--- config.mk ---
export PLATFORM = sky130hd
export DESIGN_NAME = image_writer
export DESIGN_NICKNAME = d
export VERILOG_FILES = /design/src/rtl/image_writer.sv
export SDC_FILE = /design/constraint.sdc
export NUM_CORES = 1
export LEC_CHECK = 0
export CORE_MARGIN = 8
export CORE_UTILIZATION = 40
export CTS_CLUSTER_DIAMETER = 100
export DETAILED_ROUTE_END_ITERATION = 6
export HOLD_SLACK_MARGIN = 0.05
export PLACE_DENSITY_LB_ADDON = 0.1
export SETUP_SLACK_MARGIN = 0.5
export SYNTH_ARGS = -nofsm -noshare
export SYNTH_HDL_FRONTEND = slang
export SYNTH_SLANG_ARGS = --single-unit
--- constraint.sdc ---
create_clock -name clk -period 2.55 [get_ports clk]
set_clock_uncertainty 0.1 [all_clocks]
set_input_delay 0.51 -clock clk [delete_from_list [all_inputs] [get_ports clk]]
set_output_delay 0.51 -clock clk [all_outputs]
set_load 0.1 [all_outputs]
--- src/rtl/image_writer.sv ---
// -----------------------------------------------------------------------------
// image_writer
//
// Frame-fill engine. Accepts a stream of pixel words over a valid/ready
// handshake and issues raster-ordered (row-major) writes (x, y, data) into a
// COLS x ROWS frame memory, then signals completion with a one-cycle done
// pulse. A single output register holds the pending write and stays stable
// while the memory stalls.
//
// Optional feature macro: IMAGE_WRITER_CKSUM_EN
//   defined   : frame_sum is the modulo-2^WIDTH sum of all accepted pixels of
//               the current frame (cleared on start acceptance and on abort).
//   undefined : no accumulator, frame_sum is tied to 0.
//
// Ports:
//   clk        in   clock, rising edge
//   nrst       in   asynchronous active-low reset
//   start      in   begin a frame fill (sampled only in IDLE)
//   abort      in   cancel the current frame (highest priority after reset)
//   in_valid   in   source presents a pixel on in_data
//   in_data    in   pixel word [WIDTH]
//   in_ready   out  block accepts in_data this cycle
//   mem_ready  in   frame memory accepts the presented write
//   wr_en      out  write request valid
//   wr_x       out  write column [XW]
//   wr_y       out  write row [YW]
//   wr_data    out  write pixel [WIDTH]
//   busy       out  state is not IDLE
//   done       out  one-cycle pulse after the last write of a frame
//   frame_sum  out  frame checksum [WIDTH]
// -----------------------------------------------------------------------------
module image_writer #(
   parameter  int WIDTH = 16,
   parameter  int COLS  = 16,
   parameter  int ROWS  = 16,
   localparam int XW    = (COLS > 1) ? $clog2(COLS) : 1,
   localparam int YW    = (ROWS > 1) ? $clog2(ROWS) : 1
) (
   input  logic             clk,
   input  logic             nrst,
   input  logic             start,
   input  logic             abort,
   input  logic             in_valid,
   input  logic [WIDTH-1:0] in_data,
   output logic             in_ready,
   input  logic             mem_ready,
   output logic             wr_en,
   output logic [XW-1:0]    wr_x,
   output logic [YW-1:0]    wr_y,
   output logic [WIDTH-1:0] wr_data,
   output logic             busy,
   output logic             done,
   output logic [WIDTH-1:0] frame_sum
);

   typedef enum logic [1:0] {
      S_IDLE  = 2'd0,
      S_FILL  = 2'd1,
      S_FLUSH = 2'd2,
      S_DONE  = 2'd3
   } state_t;

   // Wrap points; COLS/ROWS need not be powers of two.
   localparam logic [XW-1:0] X_LAST = XW'(COLS - 1);
   localparam logic [YW-1:0] Y_LAST = YW'(ROWS - 1);

   state_t           r_state,   w_state_nxt;
   logic [XW-1:0]    r_x,       w_x_nxt;
   logic [YW-1:0]    r_y,       w_y_nxt;
   logic             r_wr_en,   w_wr_en_nxt;
   logic [XW-1:0]    r_wr_x,    w_wr_x_nxt;
   logic [YW-1:0]    r_wr_y,    w_wr_y_nxt;
   logic [WIDTH-1:0] r_wr_data, w_wr_data_nxt;

   logic w_accept;
   logic w_drain;

   // Ready whenever the output register is empty or draining this cycle;
   // deliberately independent of in_valid (and of abort) to avoid loops.
   assign in_ready = (r_state == S_FILL) && (!r_wr_en || mem_ready);
   assign w_accept = in_valid && in_ready;
   assign w_drain  = r_wr_en && mem_ready;

   assign wr_en   = r_wr_en;
   assign wr_x    = r_wr_x;
   assign wr_y    = r_wr_y;
   assign wr_data = r_wr_data;
   assign busy    = (r_state != S_IDLE);
   assign done    = (r_state == S_DONE);

   // -------------------------------------------------------------------------
   // Next-state and datapath decode
   // -------------------------------------------------------------------------
   always_comb begin
      // NOTE: every target gets its hold value first, so no path through the
      // branches below can leave a signal unassigned and infer a latch.
      w_state_nxt   = r_state;
      w_x_nxt       = r_x;
      w_y_nxt       = r_y;
      w_wr_en_nxt   = r_wr_en;
      w_wr_x_nxt    = r_wr_x;
      w_wr_y_nxt    = r_wr_y;
      w_wr_data_nxt = r_wr_data;

      if (abort) begin
         // Any pending write is dropped; coordinates of the register are
         // don't-care once wr_en is low, so they simply hold.
         w_state_nxt = S_IDLE;
         w_x_nxt     = '0;
         w_y_nxt     = '0;
         w_wr_en_nxt = 1'b0;
      end else begin
         case (r_state)
            S_IDLE: begin
               if (start) begin
                  w_state_nxt = S_FILL;
                  w_x_nxt     = '0;
                  w_y_nxt     = '0;
               end
            end

            S_FILL: begin
               if (w_accept) begin
                  w_wr_en_nxt   = 1'b1;
                  w_wr_x_nxt    = r_x;
                  w_wr_y_nxt    = r_y;
                  w_wr_data_nxt = in_data;
                  // Last pixel: counters are left as they are, the frame is
                  // complete once this write drains.
                  if ((r_x == X_LAST) && (r_y == Y_LAST)) begin
                     w_state_nxt = S_FLUSH;
                  end else if (r_x == X_LAST) begin
                     w_x_nxt = '0;
                     w_y_nxt = r_y + 1'b1;
                  end else begin
                     w_x_nxt = r_x + 1'b1;
                  end
               end else if (w_drain) begin
                  w_wr_en_nxt = 1'b0;
               end
            end

            S_FLUSH: begin
               if (w_drain) begin
                  w_wr_en_nxt = 1'b0;
                  w_state_nxt = S_DONE;
               end
            end

            S_DONE: begin
               w_state_nxt = S_IDLE;
            end

            default: begin
               w_state_nxt = S_IDLE;
            end
         endcase
      end
   end

   // -------------------------------------------------------------------------
   // State, counters and output register
   // -------------------------------------------------------------------------
   always_ff @(posedge clk or negedge nrst) begin
      if (!nrst) begin
         r_state   <= S_IDLE;
         r_x       <= '0;
         r_y       <= '0;
         r_wr_en   <= 1'b0;
         r_wr_x    <= '0;
         r_wr_y    <= '0;
         r_wr_data <= '0;
      end else begin
         // NOTE: non-blocking assignments so every register samples the
         // pre-edge values, independent of statement order.
         r_state   <= w_state_nxt;
         r_x       <= w_x_nxt;
         r_y       <= w_y_nxt;
         r_wr_en   <= w_wr_en_nxt;
         r_wr_x    <= w_wr_x_nxt;
         r_wr_y    <= w_wr_y_nxt;
         r_wr_data <= w_wr_data_nxt;
      end
   end

   // -------------------------------------------------------------------------
   // Optional frame checksum
   // -------------------------------------------------------------------------
`ifdef IMAGE_WRITER_CKSUM_EN
   logic             w_sum_clr;
   logic             w_sum_add;
   logic [WIDTH-1:0] r_sum;

   // Cleared when a frame starts or is cancelled; only accepted pixels of a
   // live frame are summed, so the value is frozen from done to next start.
   assign w_sum_clr = abort || ((r_state == S_IDLE) && start);
   assign w_sum_add = w_accept && !abort;

   always_ff @(posedge clk or negedge nrst) begin
      if (!nrst) begin
         r_sum <= '0;
      end else if (w_sum_clr) begin
         r_sum <= '0;
      end else if (w_sum_add) begin
         r_sum <= r_sum + in_data;
      end
   end

   assign frame_sum = r_sum;
`else
   assign frame_sum = '0;
`endif

endmodule

==> metrics.csv, run 1 <==
metric;value;unit
outcome;finished clean;
n_fill_cell;388;
grtUsageTotal;0.117;
hpwl;2.97;mm
grt_pass1_vias;1318;
synth_adder_area_share;0.0423;
antenna_cells;0;
synthToLayoutAreaGrowth;32.5;%
die_w;82.6;microns
drtIter0Drc;58;
fin_nets;229;
synth_top_cell_area_share;0.494;
wl_per_cell;15.4;microns
clockBufferDepth;2;
min_period_over_period;0.786;
clock_latency;0.28;ns
fin_crit;2.00;ns
die_height;82.6;microns
die-area;6820;sq um
synthCells;146;
post_dp_cell_area;2190;sq um
yosys.area_share.simple;0.114;
rows;24;
drive_above_1_share;0.381;
final_area;2350;sq um
synth-compound-area-share;0.0910;
worstPathMaxFanout;2;
clock_sinks;35;
root_buffer;clkbuf_8;
cp-end-kind;output pin;
ant_nets;0;
yosys.area.top_type;dfrtp_1;
core-area;4320;sq um
fmax;499;MHz
antenna_found_initial;0;
io_buffers;49;
utilization;0.543;
netlist_area;1770;sq um
drt_wl_total;3.92;mm
multi_input_area;821;sq um
async_reset_ff_frac;1.00;
syn_avg_cell_area;12.1;sq um
post-synth-top-count-cell;dfrtp_1;
drc;0;
synth_cell_types;30;
synth_warnings;0;
hold_ws;0.194;ns
synth_top_family_by_area;multiplexers;
synth_commonest_cells;35 x dfrtp_1, 24 x mux2_2, 16 x buf_4, 8 x o21ai_0;
grt_first_pass_wirelength;6.13;mm
critPathArrivalTime;1.39;ns
overflow;0;
cts_buffers;5;
tightest_slew;0.760;ns
slew_headroom;0.493;
gp_congestion;0.727;
post_synth_xor_area_fraction;0;
rsz0062_at_grt;no;
io_pins;66;
grt_max_degree;36;
hold_buffers;0;
ff_latch_area;880;sq um
synth-edff-count;0;
startpoint_type;input pin;
detail_route.vias_per_cell;4.85;
ys_ff_latch;35;
fin_tns_setup;0;ns
clk_pin_slew;0.07;ns
setup_viol;0;
crit_type;input pin to output pin;
cts_tree;done;
dr.pass1.iters;4;
maxSlewViolCount;0;
synthMuxAreaShare;0.164;
ys_seq_area_frac;0.494;
synth_area_leaders;dfrtp_1 49%, mux2_2 15%, buf_4 6.8%;
vias;1233;
worstPathRequired;1.94;ns
start_util;0.410;
drv_cap;0;
htree_num_levels;2;
synth_ff_type;dfrtp_1;
hp-class;input pin to asynchronous set/reset pin;
hold_viol;0;
-- critical path: stages --
cell	delay, ns
clkdlybuf4s50_1	0.52
nor2b_4	0.06
nor2b_4	0.12
buf_12	0.18
-- logic make-up (layout without fill, tap and decap cells) --
logic type               after synthesis  in the layout
AO/OA/AOI/OAI                         25             25
adder cells (fa/ha/maj)                6              6
buffers and inverters                 22             63
flip-flops                            35             35
multiplexers                          26             26
other                                  1             16
AND/OR/NAND/NOR                       31             31
-- layer usage --
layer | vias up | global-route usage | routed length (microns)
met2 | 40 | 0.201 | 2050
met1 | 593 | 0.130 | 1550
met3 | 2 | 0.0433 | 303
met5 | - | 0 | 0
li1 | 598 | - | -
met4 | 0 | 0.0414 | 14
-- metrics by stage --
stage | setup WS, ns | instances
2_1_floorplan | 0.513 | 161
3_3_place_gp | 0.0931 | 245
3_5_place_dp | 0.0510 | 245
4_1_cts | 0.536 | 254
5_1_grt | 0.507 | 254
6_report | 0.546 | 254
-- placed cells by master (no fill, tap or decap), types with 3 or more instances in the layout --
cell / count
dfrtp_1: 34
buf_4: 29
mux2_2: 24
clkdlybuf4s50_1: 20
conb_1: 16
o21ai_0: 8
nand3_1: 6
a21oi_1: 6
nand2_1: 6
clkbuf_8: 6
nor2_1: 5
ha_1: 5
inv_1: 3
o21ai_1: 3
-- path summary, 6_finish.rpt --
path	endpoint	cells past startpoint	slack [ns]	startpoint
max in group asynchronous	wr_en	1	1.59	nrst
max	in_ready	4	0.55	mem_ready
max reg2reg	r_x[3]	7	0.64	r_state[0]
min in group clk	wr_data[7]	1	0.41	wr_data[7]
min	r_x[2]	1	0.19	nrst
min reg2reg	wr_data[7]	1	0.41	wr_data[7]
-- state kept, by name, summed over array words and instances (netlist names) --
| register | count |
|---|---|
| wr_y | 4 |
| r_state | 2 |
| r_y | 4 |
| wr_en | 1 |
| r_x | 4 |
| wr_x | 4 |
| wr_data | 16 |
-- area by class of cell --
class                           instances  area share
Clock buffer                            6      0.0352
Clock inverter                          2      0.0149
Inverter                                3     0.00479
Multi-Input combinational cell        104       0.349
Sequential cell                        35       0.375
Tap cell                               52      0.0277
Timing Repair Buffer                   52       0.193
-- timing repair --
action / in CTS / in global routing
setup endpoints to repair: 30 / 7
buffers inserted: 1 / 0
pin swaps: 0 / 1
gates resized for setup: 4 / 2
Power of run 1 is not shown: default switching activity piles up to over one toggle a cycle in this logic, so the estimate is an artifact.
==> inputs of run 2 (changes only) <==
clock period = 1.84 ns   (was 2.55 ns; I/O delays follow)
==> run 2 against run 1 <==
Net effect:
- the run now ends with setup timing left
- critical path depth rose by 3
- first-iteration DRC count fell by 10%
- worst hold slack improved by 0.20 ns
- die area did not move
- non-clock buffer count rose by 40
- register-to-register slack got worse by 0.71 ns
- routed wire length rose by 41%
- sequential share of layout area fell by 11 points
- critical path type is now flip-flop to flip-flop
- largest cell class is now non-clock buffers
- flip-flop and latch count did not move
- global-route usage rose by 2.0 points
==> metrics.csv, run 2 (synthesis gave the netlist of run 1 again) <==
metric;value;unit
clk_pin_slew;0.08;ns
dp_cells;258;
gp_congestion;0.762;
fmax;522;MHz
largest_reg_flops;16;
worstPathRequired;1.91;ns
hold_buffers;0;
cp_slowest_cell;dfrtp_4;
p_seq_frac;0.197;
die_height;82.6;microns
path_buf_inv;4;
min_period_over_period;1.04;
hold_viol;0;
max_stage_delay;0.49;ns
grt_pass1_vias;1524;
final_area;3310;sq um
clock_sinks;35;
hp-class;input pin to asynchronous set/reset pin;
post-place-ws;-0.142;ns
n_fill_cell;267;
die_w;82.6;microns
overflow;0;
antenna_found_initial;0;
drv_cap;0;
fin_crit;1.91;ns
setup_viol;24;
worstPathMaxFanout;6;
grt_first_pass_wirelength;7.02;mm
fin_ws;-0.0749;ns
power_density;1890;nW/um^2
vias;1503;
detail_route.vias_per_cell;5.11;
htree_num_levels;2;
rsz0062_at_grt;yes;
synthToLayoutAreaGrowth;86.8;%
wl_per_cell;18.8;microns
drt_wl_total;5.53;mm
ant_nets;0;
path_common_cell;buf_6;
io_buffers;49;
die-area;6820;sq um
combPwrFrac;0.671;
path_cells;nor2b_4 -> buf_6 -> buf_6 -> nor3_4 -> buf_6 -> buf_6 -> mux2_2;
drc;0;
switchingPower;3.00;mW
utilization;0.766;
p_int;3.24;mW
post_dp_cell_area;2700;sq um
grtUsageTotal;0.137;
io_pins;66;
hpwl;3.30;mm
layout_commonest_cell;buf_4;
ff_latch_area;886;sq um
startpoint_type;flip-flop;
irDropWorstVdd;0.00150;V
rrSetupSlack;-0.07;ns
power.clock.fraction;0.132;
maxSlewViolCount;0;
p_sw_frac;0.481;
root_buffer;clkbuf_8;
cts_buffers;5;
p_leak;1.49;nW
clock_latency;0.29;ns
outcome;finished with violations;
cts_tree;done;
critPathTopFamily;buffers and inverters;
clockBufferDepth;2;
critPathArrivalTime;1.99;ns
core-area;4320;sq um
final_cell_mix;30 x buf_4, 29 x buf_12, 29 x dfrtp_1;
grt_max_degree;36;
violations;setup timing;
fin_nets;269;
start_util;0.410;
dr.pass1.iters;4;
rows;24;
drtIter0Drc;52;
crit_type;flip-flop to flip-flop;
multi_input_area;1040;sq um
layout.cells.non_filler;294;
drive_above_1_share;0.599;
antenna_cells;0;
cp-end-kind;flip-flop;
[run 2: changes by cell type in the layout (fill, tap and decap cells not counted), moves of 4 or more]
cell     previous run  this run
o21ai_2             0         5
buf_12              1        29
dfrtp_1            34        29
ha_1                5         1
o21ai_0             8         0
mux2_4              0        20
mux2_2             24         4
nand3_1             6         2
buf_6               1        10
dfrtp_2             0         5
[run 2: metrics by stage]
stage / hold slack, ns / power, mW / TNS (ns)
floorplan: -0.0276 / 3.53 / -2.10
global placement: 0.412 / 4.79 / -2.97
detailed placement: 0.414 / 4.86 / -3.81
CTS: 0.410 / 5.87 / 0
global route: 0.432 / 6.47 / -1.60
finish: 0.391 / 6.25 / -0.706
[run 2: path summary, 6_finish.rpt]
path,startpoint,to,depth (start not counted)
worst max-delay path,wr_en,wr_y[3],7
worst min-delay path,nrst,r_x[3],2
worst max register to register,wr_en,wr_y[3],7
worst min register to register,r_y[2],r_y[2],1
max in group asynchronous,nrst,wr_en,2
min in group clk,r_y[2],r_y[2],1
[run 2: worst reg2reg max path, delay by kind of cell (launching register included)]
kind | cells | cell delay, ns
buffers and inverters | 4 | 0.57
multiplexers | 1 | 0.35
flip-flops | 1 | 0.49
AND/OR/NAND/NOR | 2 | 0.29
[run 2: layout make-up]
cell class,count,area share
clock buffers,6,0.0219
clock inverters,2,0.0181
inverters,3,0.00453
multi-input cells,104,0.313
flip-flops and latches,35,0.267
well taps,52,0.0196
repair buffers,92,0.355
[run 2: power groups by stage]
| stage | clock network [mW] | registers, mW | logic [mW] |
|---|---|---|---|
| 6_report | 0.823 | 1.23 | 4.19 |
| 5_1_grt | 0.879 | 1.26 | 4.33 |
| 4_1_cts | 0.837 | 1.22 | 3.82 |
| 3_5_place_dp | 0 | 1.24 | 3.62 |
| 3_3_place_gp | 0 | 1.22 | 3.57 |
| 2_1_floorplan | 0 | 2.50 | 1.02 |
[run 2: metal layers]
metal  vias to the layer above  track usage  wire [microns]
met3                        14       0.0693             457
met5                         -            0               0
met2                        67        0.242            2950
met1                       745        0.139            2000
li1                        677            -               -
met4                         0       0.0414             128
[run 2: what timing repair did]
action                                  4_1_cts  5_1_grt
pin swaps                                    14       12
endpoints found under the setup margin       62       63
gates resized for setup                      21       40
setup buffers                                11       14
endpoints found under the hold margin         0        0
gates cloned                                  0        3
No activity file was read; power rests on OpenSTA's default activity.
==> inputs of run 3 (changes only) <==
CAP_MARGIN = 10   (was unset)
==> results of run 3 <==
Same layout as run 2: the final DEF is identical, and so are final timing and power.
